<file path="src/rtl/mem_arbiter_if.sv">
// Shared bus between the icache/dcache requesters, the arbiter and the RAM model.
// The slave modport is the arbiter's view; master is the environment's view.
interface mem_arbiter_if;
   logic        iREN;
   logic [31:0] iaddr;
   logic        iwait;
   logic [31:0] iload;
   logic        dREN;
   logic        dWEN;
   logic [31:0] daddr;
   logic [31:0] dstore;
   logic        dwait;
   logic [31:0] dload;
   logic        ramREN;
   logic        ramWEN;
   logic [31:0] ramaddr;
   logic [31:0] ramstore;
   logic [31:0] ramload;
   logic [1:0]  ramstate;
   logic        err;

   modport slave (
      input  iREN, iaddr, dREN, dWEN, daddr, dstore, ramload, ramstate,
      output iwait, iload, dwait, dload, ramREN, ramWEN, ramaddr, ramstore, err
   );

   modport master (
      output iREN, iaddr, dREN, dWEN, daddr, dstore, ramload, ramstate,
      input  iwait, iload, dwait, dload, ramREN, ramWEN, ramaddr, ramstore, err
   );
endinterface

</file>
<file path="src/rtl/mem_arbiter.sv">
// Two-port (icache/dcache) to single-RAM arbiter, dcache priority with icache anti-starvation.
// Grant is registered (1 cycle), completion combinational on ACCESS; RAM BUSY/FREE stalls indefinitely.
module mem_arbiter #(
   parameter int STARVE_MAX = 4
) (
   input  logic          CLK,
   input  logic          nRST,
   mem_arbiter_if.slave  bus
);

   typedef enum logic [1:0] {IDLE, DSERV, ISERV} state_t;

   localparam logic [1:0] RAM_ACCESS = 2'd2;
   localparam logic [1:0] RAM_ERROR  = 2'd3;
   localparam logic [2:0] STARVE_LIM = 3'(STARVE_MAX);

   state_t     r_state;
   state_t     w_next;
   logic [2:0] r_starve;
   logic [2:0] w_starve_next;
   logic       r_err;
   logic       w_err_set;
   logic       w_dreq;

   assign w_dreq  = bus.dREN | bus.dWEN;
   assign bus.err = r_err;

   always_ff @(posedge CLK or negedge nRST) begin
      if (!nRST) begin
         r_state  <= IDLE;
         r_starve <= '0;
         r_err    <= 1'b0;
      end else begin
         r_state  <= w_next;
         r_starve <= w_starve_next;
         r_err    <= r_err | w_err_set;
      end
   end

   always_comb begin
      w_next        = r_state;
      w_starve_next = r_starve;
      w_err_set     = 1'b0;
      bus.ramREN    = 1'b0;
      bus.ramWEN    = 1'b0;
      bus.ramaddr   = '0;
      bus.ramstore  = '0;
      bus.iwait     = 1'b1;
      bus.dwait     = 1'b1;
      bus.iload     = '0;
      bus.dload     = '0;

      case (r_state)
         IDLE: begin
            if (!bus.iREN)
               w_starve_next = '0;
            // icache jumps the queue once dcache has won STARVE_MAX times in a row
            if (w_dreq && !(bus.iREN && (r_starve >= STARVE_LIM)))
               w_next = DSERV;
            else if (bus.iREN)
               w_next = ISERV;
         end

         DSERV: begin
            if (!w_dreq) begin
               w_next = IDLE;
            end else begin
               bus.ramaddr  = bus.daddr;
               bus.ramstore = bus.dstore;
               bus.ramWEN   = bus.dWEN;
               bus.ramREN   = !bus.dWEN;
               if (bus.ramstate == RAM_ACCESS) begin
                  bus.dwait = 1'b0;
                  bus.dload = bus.dWEN ? 32'd0 : bus.ramload;
                  w_next    = IDLE;
                  if (bus.iREN && (r_starve != 3'd7))
                     w_starve_next = r_starve + 3'd1;
               end else if (bus.ramstate == RAM_ERROR) begin
                  w_err_set = 1'b1;
                  w_next    = IDLE;
               end
            end
         end

         ISERV: begin
            if (!bus.iREN) begin
               w_next = IDLE;
            end else begin
               bus.ramaddr = bus.iaddr;
               bus.ramREN  = 1'b1;
               if (bus.ramstate == RAM_ACCESS) begin
                  bus.iwait     = 1'b0;
                  bus.iload     = bus.ramload;
                  w_next        = IDLE;
                  w_starve_next = '0;
               end else if (bus.ramstate == RAM_ERROR) begin
                  w_err_set = 1'b1;
                  w_next    = IDLE;
               end
            end
         end

         default: w_next = IDLE;
      endcase
   end

endmodule

</file>
<file path="src/flat_wrapper.sv">
// flat-port wrapper written by rule: the top's interface ports become plain ports
module mem_arbiter_flat 
#(
   parameter int STARVE_MAX = 4
)
  (CLK, nRST, bus_iREN, bus_iaddr, bus_dREN, bus_dWEN, bus_daddr, bus_dstore, bus_ramload, bus_ramstate, bus_iwait, bus_iload, bus_dwait, bus_dload, bus_ramREN, bus_ramWEN, bus_ramaddr, bus_ramstore, bus_err);
  mem_arbiter_if bus_i ();
  input  logic CLK;
  input  logic nRST;
  input wire logic [$bits(bus_i.iREN)-1:0] bus_iREN;
  input wire logic [$bits(bus_i.iaddr)-1:0] bus_iaddr;
  input wire logic [$bits(bus_i.dREN)-1:0] bus_dREN;
  input wire logic [$bits(bus_i.dWEN)-1:0] bus_dWEN;
  input wire logic [$bits(bus_i.daddr)-1:0] bus_daddr;
  input wire logic [$bits(bus_i.dstore)-1:0] bus_dstore;
  input wire logic [$bits(bus_i.ramload)-1:0] bus_ramload;
  input wire logic [$bits(bus_i.ramstate)-1:0] bus_ramstate;
  output wire logic [$bits(bus_i.iwait)-1:0] bus_iwait;
  output wire logic [$bits(bus_i.iload)-1:0] bus_iload;
  output wire logic [$bits(bus_i.dwait)-1:0] bus_dwait;
  output wire logic [$bits(bus_i.dload)-1:0] bus_dload;
  output wire logic [$bits(bus_i.ramREN)-1:0] bus_ramREN;
  output wire logic [$bits(bus_i.ramWEN)-1:0] bus_ramWEN;
  output wire logic [$bits(bus_i.ramaddr)-1:0] bus_ramaddr;
  output wire logic [$bits(bus_i.ramstore)-1:0] bus_ramstore;
  output wire logic [$bits(bus_i.err)-1:0] bus_err;
  assign bus_i.iREN = bus_iREN;
  assign bus_i.iaddr = bus_iaddr;
  assign bus_i.dREN = bus_dREN;
  assign bus_i.dWEN = bus_dWEN;
  assign bus_i.daddr = bus_daddr;
  assign bus_i.dstore = bus_dstore;
  assign bus_i.ramload = bus_ramload;
  assign bus_i.ramstate = bus_ramstate;
  assign bus_iwait = bus_i.iwait;
  assign bus_iload = bus_i.iload;
  assign bus_dwait = bus_i.dwait;
  assign bus_dload = bus_i.dload;
  assign bus_ramREN = bus_i.ramREN;
  assign bus_ramWEN = bus_i.ramWEN;
  assign bus_ramaddr = bus_i.ramaddr;
  assign bus_ramstore = bus_i.ramstore;
  assign bus_err = bus_i.err;
  mem_arbiter #(.STARVE_MAX(STARVE_MAX)) u_core (.CLK(CLK), .nRST(nRST), .bus(bus_i));
endmodule
</file>
<file path="config.mk">
export PLATFORM = sky130hd
export DESIGN_NAME = mem_arbiter_flat
export DESIGN_NICKNAME = d
export VERILOG_FILES = /design/src/rtl/mem_arbiter_if.sv /design/src/rtl/mem_arbiter.sv /design/src/flat_wrapper.sv
export SDC_FILE = /design/constraint.sdc
export NUM_CORES = 1
export LEC_CHECK = 0
export ABC_AREA = 1
export BUFFER_PORTS_ARGS = -buffer_cell sky130_fd_sc_hd__buf_2
export CORE_AREA = 4 4 103 105
export DETAILED_ROUTE_END_ITERATION = 10
export DIE_AREA = 0 0 107 109
export SYNTH_ARGS = -nofsm -noshare
export SYNTH_HDL_FRONTEND = slang
export SYNTH_SLANG_ARGS = --single-unit
</file>
<file path="constraint.sdc">
create_clock -name CLK -period 1.3 [get_ports CLK]
set_input_delay 0.065 -clock CLK [delete_from_list [all_inputs] [get_ports CLK]]
set_output_delay 0.065 -clock CLK [all_outputs]
set_load 0.05 [all_outputs]
</file>
==> results of run 1 <==
## synthesized netlist by cell type, types with 2 or more instances
cell type  number  area [sq um]
nand2_1       125           469
nor2_1         76           285
inv_1          45           169
a21oi_1        34           170
nor2_2         31           194
buf_6          12           135
nand3_1         9          45.0
buf_2           6          30.0
dfrtp_1         6           150
ha_1            6          75.1
clkbuf_1        3          11.3
nand2_2         3          18.8
inv_2           2          7.51
nand2_4         2          22.5
## timing repair
| action | in CTS | in global routing |
|---|---|---|
| endpoints found under the setup margin | 138 | 138 |
| pin swaps | 8 | 16 |
| hold endpoints to repair | 6 | 0 |
| buffers inserted | 8 | 4 |
| hold buffers | 1 | 0 |
| gates resized for setup | 315 | 45 |
| cloned | 6 | 2 |
## cells by family (layout without fill, tap and decap cells)
group                      count (synthesis)  in the layout  synth area share, %
adders and majority gates                  6              6                 4.06
buffers and inverters                     71            370                 20.2
DFF                                        6              6                 8.12
and+or+nand+nor                          249            249                 57.8
AOI/OAI and AO/OA                         36             36                 9.88
## per-layer routing
| metal | up-vias | track usage [%] |
|---|---|---|
| li1 | 1696 | - |
| met1 | 1585 | 20.2 |
| met2 | 181 | 38.4 |
| met3 | 17 | 4.85 |
| met4 | 0 | 4.57 |
| met5 | - | 0 |
## worst max-delay path: stages (launching register included)
cell and delay [ns]:
dfrtp_1 0.39, inv_2 0.09, ha_4 0.18, nand2_8 0.08, inv_6 0.06, nand3_4 0.13, buf_12 0.22, nor2_4 0.12
buf_6 0.17
## sequential cells by signal, indices dropped and copies added, names as in the netlist
name             cells
u_core.r_starve      3
u_core.r_state       2
u_core.bus.err       1
## how the worst max path moves through the flow
stage	from	to	slack (ns)
after detailed placement	u_core.r_state[1]	bus_ramaddr[1]	-0.28
after global routing	u_core.r_state[1]	bus_dload[9]	-0.52
after floorplan	u_core.r_state[0]	bus_iload[22]	-0.23
final	u_core.r_state[1]	bus_dload[9]	-0.46
after CTS	u_core.r_state[0]	bus_ramaddr[29]	-0.44
after global placement	u_core.r_state[0]	bus_ramaddr[27]	-0.24
## area by class of cell
cell class	count	area, sq um
tap	133	166
multi-input combinational	291	2570
timing repair buffer	318	3010
sequential	6	151
clock buffer	3	41.3
fill	782	3470
inverter	49	221
## per-stage QoR
| stage | setup slack (ns) | setup TNS [ns] | utilization, % | hold slack (ns) |
|---|---|---|---|---|
| 3_3_place_gp | -0.244 | -25.35 | 48.4 | -0.0977 |
| 5_1_grt | -0.521 | -58.86 | 64.0 | 0.225 |
| 3_5_place_dp | -0.284 | -29.44 | 48.4 | -0.0949 |
| 6_report | -0.456 | -50.65 | 64.0 | 0.204 |
| 2_1_floorplan | -0.233 | -24.82 | - | -0.231 |
| 4_1_cts | -0.439 | -49.38 | 61.8 | 0.204 |
## power by group through the flow
| stage | clock network (uW) | registers, uW | logic, uW |
|---|---|---|---|
| after CTS | 301 | 299 | 9260 |
| after detailed placement | 0 | 304 | 7120 |
| after floorplan | 0 | 314 | 5700 |
| final | 287 | 304 | 9550 |
| after global routing | 300 | 310 | 10000 |
| after global placement | 0 | 299 | 7060 |
==> reports/results.ini, run 1 <==
[critical_path]
criticalPathCategory = reg2out
r2r_slack_ns = -0.21
rr_endpoint = u_core.r_starve[0]
reg2reg_from = u_core.r_state[1]
start_kind = flop
critPathRequiredTime_ns = 1.24
arrival_ns = 1.69
end_kind = output port
crit_path_max_fanout = 13
ff2ff_path_depth = 10

[global_route]
grt_usage_pct = 19.3
grt_pass1_wl_mm = 18.3
grt_pass1_vias = 3616
grt_max_degree = 34
grt_overflow = 0
antenna_found_initial = 0

[timing]
fin_crit_ns = 1.76
setup_viol_count_final = 138
hold_viol_final = 0
slew_violations = 0
fin_skew_ns = 0.000419
tightest_slew_ns = 0.298
slew_headroom_pct = 80.1
rsz0062_at_grt = yes
worst_slack_ns = -0.456
timing.final.crit_share_pct = 135
max_freq_mhz = 569

[logic_synthesis]
ys_seq_area_share_pct = 8.12
syn_inst = 368
synth_edf_count = 0
ys_types = 22
syn-cell-area_sq_um = 1850
async_reset_ff_share_pct = 100
synth_fp_nets = 509
ys_seq_elements = 6
syn_avg_cell_area_sq_um = 5.03
synth_flop_cell = dfrtp_1
yosys_warnings = 0

[drt]
drt-wirelength-per-cell_um = 15.2
firstDrtPassIters = 5
viasPerCell = 4.35
met2WireLength_mm = 6.71
drtAntennaViolNets = 0
vias = 3479
maxUsedRoutingLayer = met4
routed-wl-met3_mm = 1.12
drc = 0
drt_iter0_drc = 102
wirelength_mm = 12.2
wl_met1_mm = 4.12

[pwr]
p_int_uw = 4380
power_leakage_uw = 0.00283
seqPwrFrac_pct = 3.0
p_comb_share_pct = 94.2
total_power_uw = 10100
ir_worst_vdd_mv = 1.11
clkPwrFrac_pct = 2.8
p_sw_share_pct = 56.8
p_switching_uw = 5760
powerDensity_nw_per_um2 = 1640

[place]
placed_cells = 780
port_buffers = 267
dp_hpwl_mm = 8.78
gp_congestion = 0.806
placed_area_sq_um = 4660

[clock_network]
cts_root_buf = clkbuf_8
cts_tree = done
tritoncts_num_sinks = 6
htree_levels = 1
clk_latency_ns = 0.23
cts_buffers = 3
cts.path.max_buffers = 2
clkTransAtPathRegs_ns = 0.04

[finish]
drive_gt1_share_pct = 77.2
final_common_cell = buf_2
nNetsFinal = 810
synthToLayoutAreaGrowth_pct = 233
final_cells = 800
layout_common_cells = buf_2, buf_6, nor2_4, nand2_1, inv_1
diodes = 0
final_area_sq_um = 6170

[floorplanning]
dieArea_sq_um = 11700
io_pins = 268
fp.dieW_um = 107
start_util_pct = 19.2
core_sq_um = 9640
fp-row-count = 36
dieHeight_um = 109

[status]
outcome = finished with violations
violations = setup timing

[worst_hold_path]
min_path_type = in2async

[job]
drv_cap = 0

Note: power is estimated with default switching activity, not from simulation.
==> inputs of run 2 (changes only) <==
--- a/config.mk
+++ b/config.mk
@@ -13,3 +13,4 @@
 export SYNTH_ARGS = -nofsm -noshare
 export SYNTH_HDL_FRONTEND = slang
 export SYNTH_SLANG_ARGS = --single-unit
+export TNS_END_PERCENT = 30
==> run 2 against run 1 <==
The flow still finishes with violations (setup timing). Register-to-register slack better by 0.05 ns. Worst hold slack improved by 0.0014 ns. Die area unchanged. Non-clock buffer count is 7 lower. Maximum frequency rose by 0.83%. Critical path type unchanged.
==> reports/results.ini, run 2 (synthesized netlist as in run 1, its figures left out) <==
[drt]
wirelength_mm = 11.4
firstDrtPassIters = 4
viasPerCell = 4.29
drtAntennaViolNets = 0
drt-wirelength-per-cell_um = 14.3
drc = 0
drt_iter0_drc = 149
vias = 3403

[pwr]
power_leakage_uw = 0.00275
p_sw_share_pct = 58.7
p_switching_uw = 5480
seqPwrFrac_pct = 3.2
p_comb_share_pct = 93.7
ir_worst_vdd_mv = 1.31
p_int_uw = 3860
total_power_uw = 9330
clkPwrFrac_pct = 3.1
powerDensity_nw_per_um2 = 1570

[finish]
regMostFlops = u_core.r_starve
synthToLayoutAreaGrowth_pct = 222
largest_reg_flops = 3
diodes = 0
drive_gt1_share_pct = 74.8
nNetsFinal = 803
layout_common_cells = buf_2, buf_6, nand2_1, nor2_4, inv_1
final_common_cell = buf_2
final_util_pct = 61.8

[timing]
fin_skew_ns = 0.00316
slew_violations = 0
timing.final.crit_share_pct = 134
setup_viol_count_final = 138
fin_crit_ns = 1.74
worst_slack_ns = -0.442
rsz0062_at_grt = yes
slew_headroom_pct = 82.9
hold_viol_final = 0
tightest_slew_ns = 0.257
max_freq_mhz = 574

[clock_network]
cts.path.max_buffers = 2
cts_root_buf = clkbuf_8
cts_buffers = 3
clk_latency_ns = 0.23
tritoncts_num_sinks = 6
clkTransAtPathRegs_ns = 0.04
cts_tree = done
htree_levels = 1

[critical_path]
r2r_slack_ns = -0.16
critPathRequiredTime_ns = 1.24
rr_endpoint = u_core.bus.err
start_kind = flop
crit_chain = buf_6 -> ha_4 -> nand2_8 -> nand2_8 -> clkbuf_16 -> nand2_2 -> a21oi_4 -> buf_8
end_kind = output port
cp_slowest_cell = dfrtp_1
ff2ff_path_depth = 7
criticalPathCategory = reg2out
cpPeakStageDelay_ns = 0.38
crit_path_max_fanout = 8
critPathMostFrequentCell = nand2_8
arrival_ns = 1.68
reg2reg_from = u_core.r_state[1]

[floorplanning]
fp-row-count = 36
core_sq_um = 9640
fp.dieW_um = 107
start_util_pct = 19.2
dieHeight_um = 109
dieArea_sq_um = 11700
io_pins = 268

[global_route]
use_met3_pct = 4.80
grt_pass1_wl_mm = 16.7
busiest_layer = met2
antenna_found_initial = 0
grt_overflow = 0
use_met2_pct = 35.3
grt_usage_pct = 17.7
grt_pass1_vias = 3517
gr-usage-met1_pct = 17.8
grt_max_degree = 37

[worst_hold_path]
min_path_type = in2async

[status]
outcome = finished with violations
violations = setup timing

[place]
gp_congestion = 0.797
port_buffers = 267
dp_hpwl_mm = 8.21

[job]
drv_cap = 0

run 2: power by group through the flow:
stage	combinational [uW]	sequential [uW]	clock, uW
global placement	6940	300	0
CTS	8300	291	297
global route	9200	302	305
detailed placement	6990	304	0
floorplan	5610	314	0
finish	8750	295	291
run 2: critical path: cells and delay by family (launching register included):
kind / cells / cell delay (ns)
compound gates: 1 / 0.16
fa+ha+maj: 1 / 0.18
buf+inv: 3 / 0.45
flops: 1 / 0.38
simple gates: 3 / 0.27
run 2: layer usage:
layer / up-vias / routed length (um) / share of wire [%]
met5: - / 0 / 0
met4: 0 / 180 / 1.6
met3: 12 / 1050 / 9.3
met2: 163 / 6380 / 56
met1: 1546 / 3760 / 33
li1: 1682 / - / -
run 2: worst max-delay path by stage:
stage                                 start              end  slack [ns]
after global routing      u_core.r_state[0]  bus_ramaddr[12]       -0.52
final                     u_core.r_state[0]  bus_ramaddr[17]       -0.44
after global placement    u_core.r_state[0]  bus_ramaddr[24]       -0.28
after detailed placement  u_core.r_state[0]  bus_ramaddr[24]       -0.30
after CTS                 u_core.r_state[1]  bus_ramaddr[24]       -0.43
after floorplan           u_core.r_state[0]    bus_iload[22]       -0.23
run 2: stage by stage:
stage / hold slack (ns) / instance area, sq um / TNS, ns / setup WS, ns / cells
3_5_place_dp: -0.0985 / 4620 / -30.27 / -0.296 / 778
5_1_grt: 0.226 / 5960 / -61.48 / -0.518 / 793
2_1_floorplan: -0.231 / 3000 / -26.12 / -0.233 / 368
3_3_place_gp: -0.0961 / 4620 / -26.87 / -0.280 / 778
6_report: 0.206 / 5960 / -50.09 / -0.442 / 793
4_1_cts: 0.205 / 5670 / -48.77 / -0.431 / 788
run 2: cell type report:
class / instances / area [sq um]
timing repair buffer: 311 / 2930
inverter: 49 / 211
multi-input combinational: 291 / 2460
sequential: 6 / 150
fill: 812 / 3680
clock buffer: 3 / 41.3
tap: 133 / 166
run 2: timing repair:
action,in CTS,in global routing
gates resized for setup,282,47
gates cloned,4,4
hold buffers,1,0
setup buffers,2,1
endpoints found under the setup margin,138,138
pin swaps,3,11
endpoints found under the hold margin,6,0
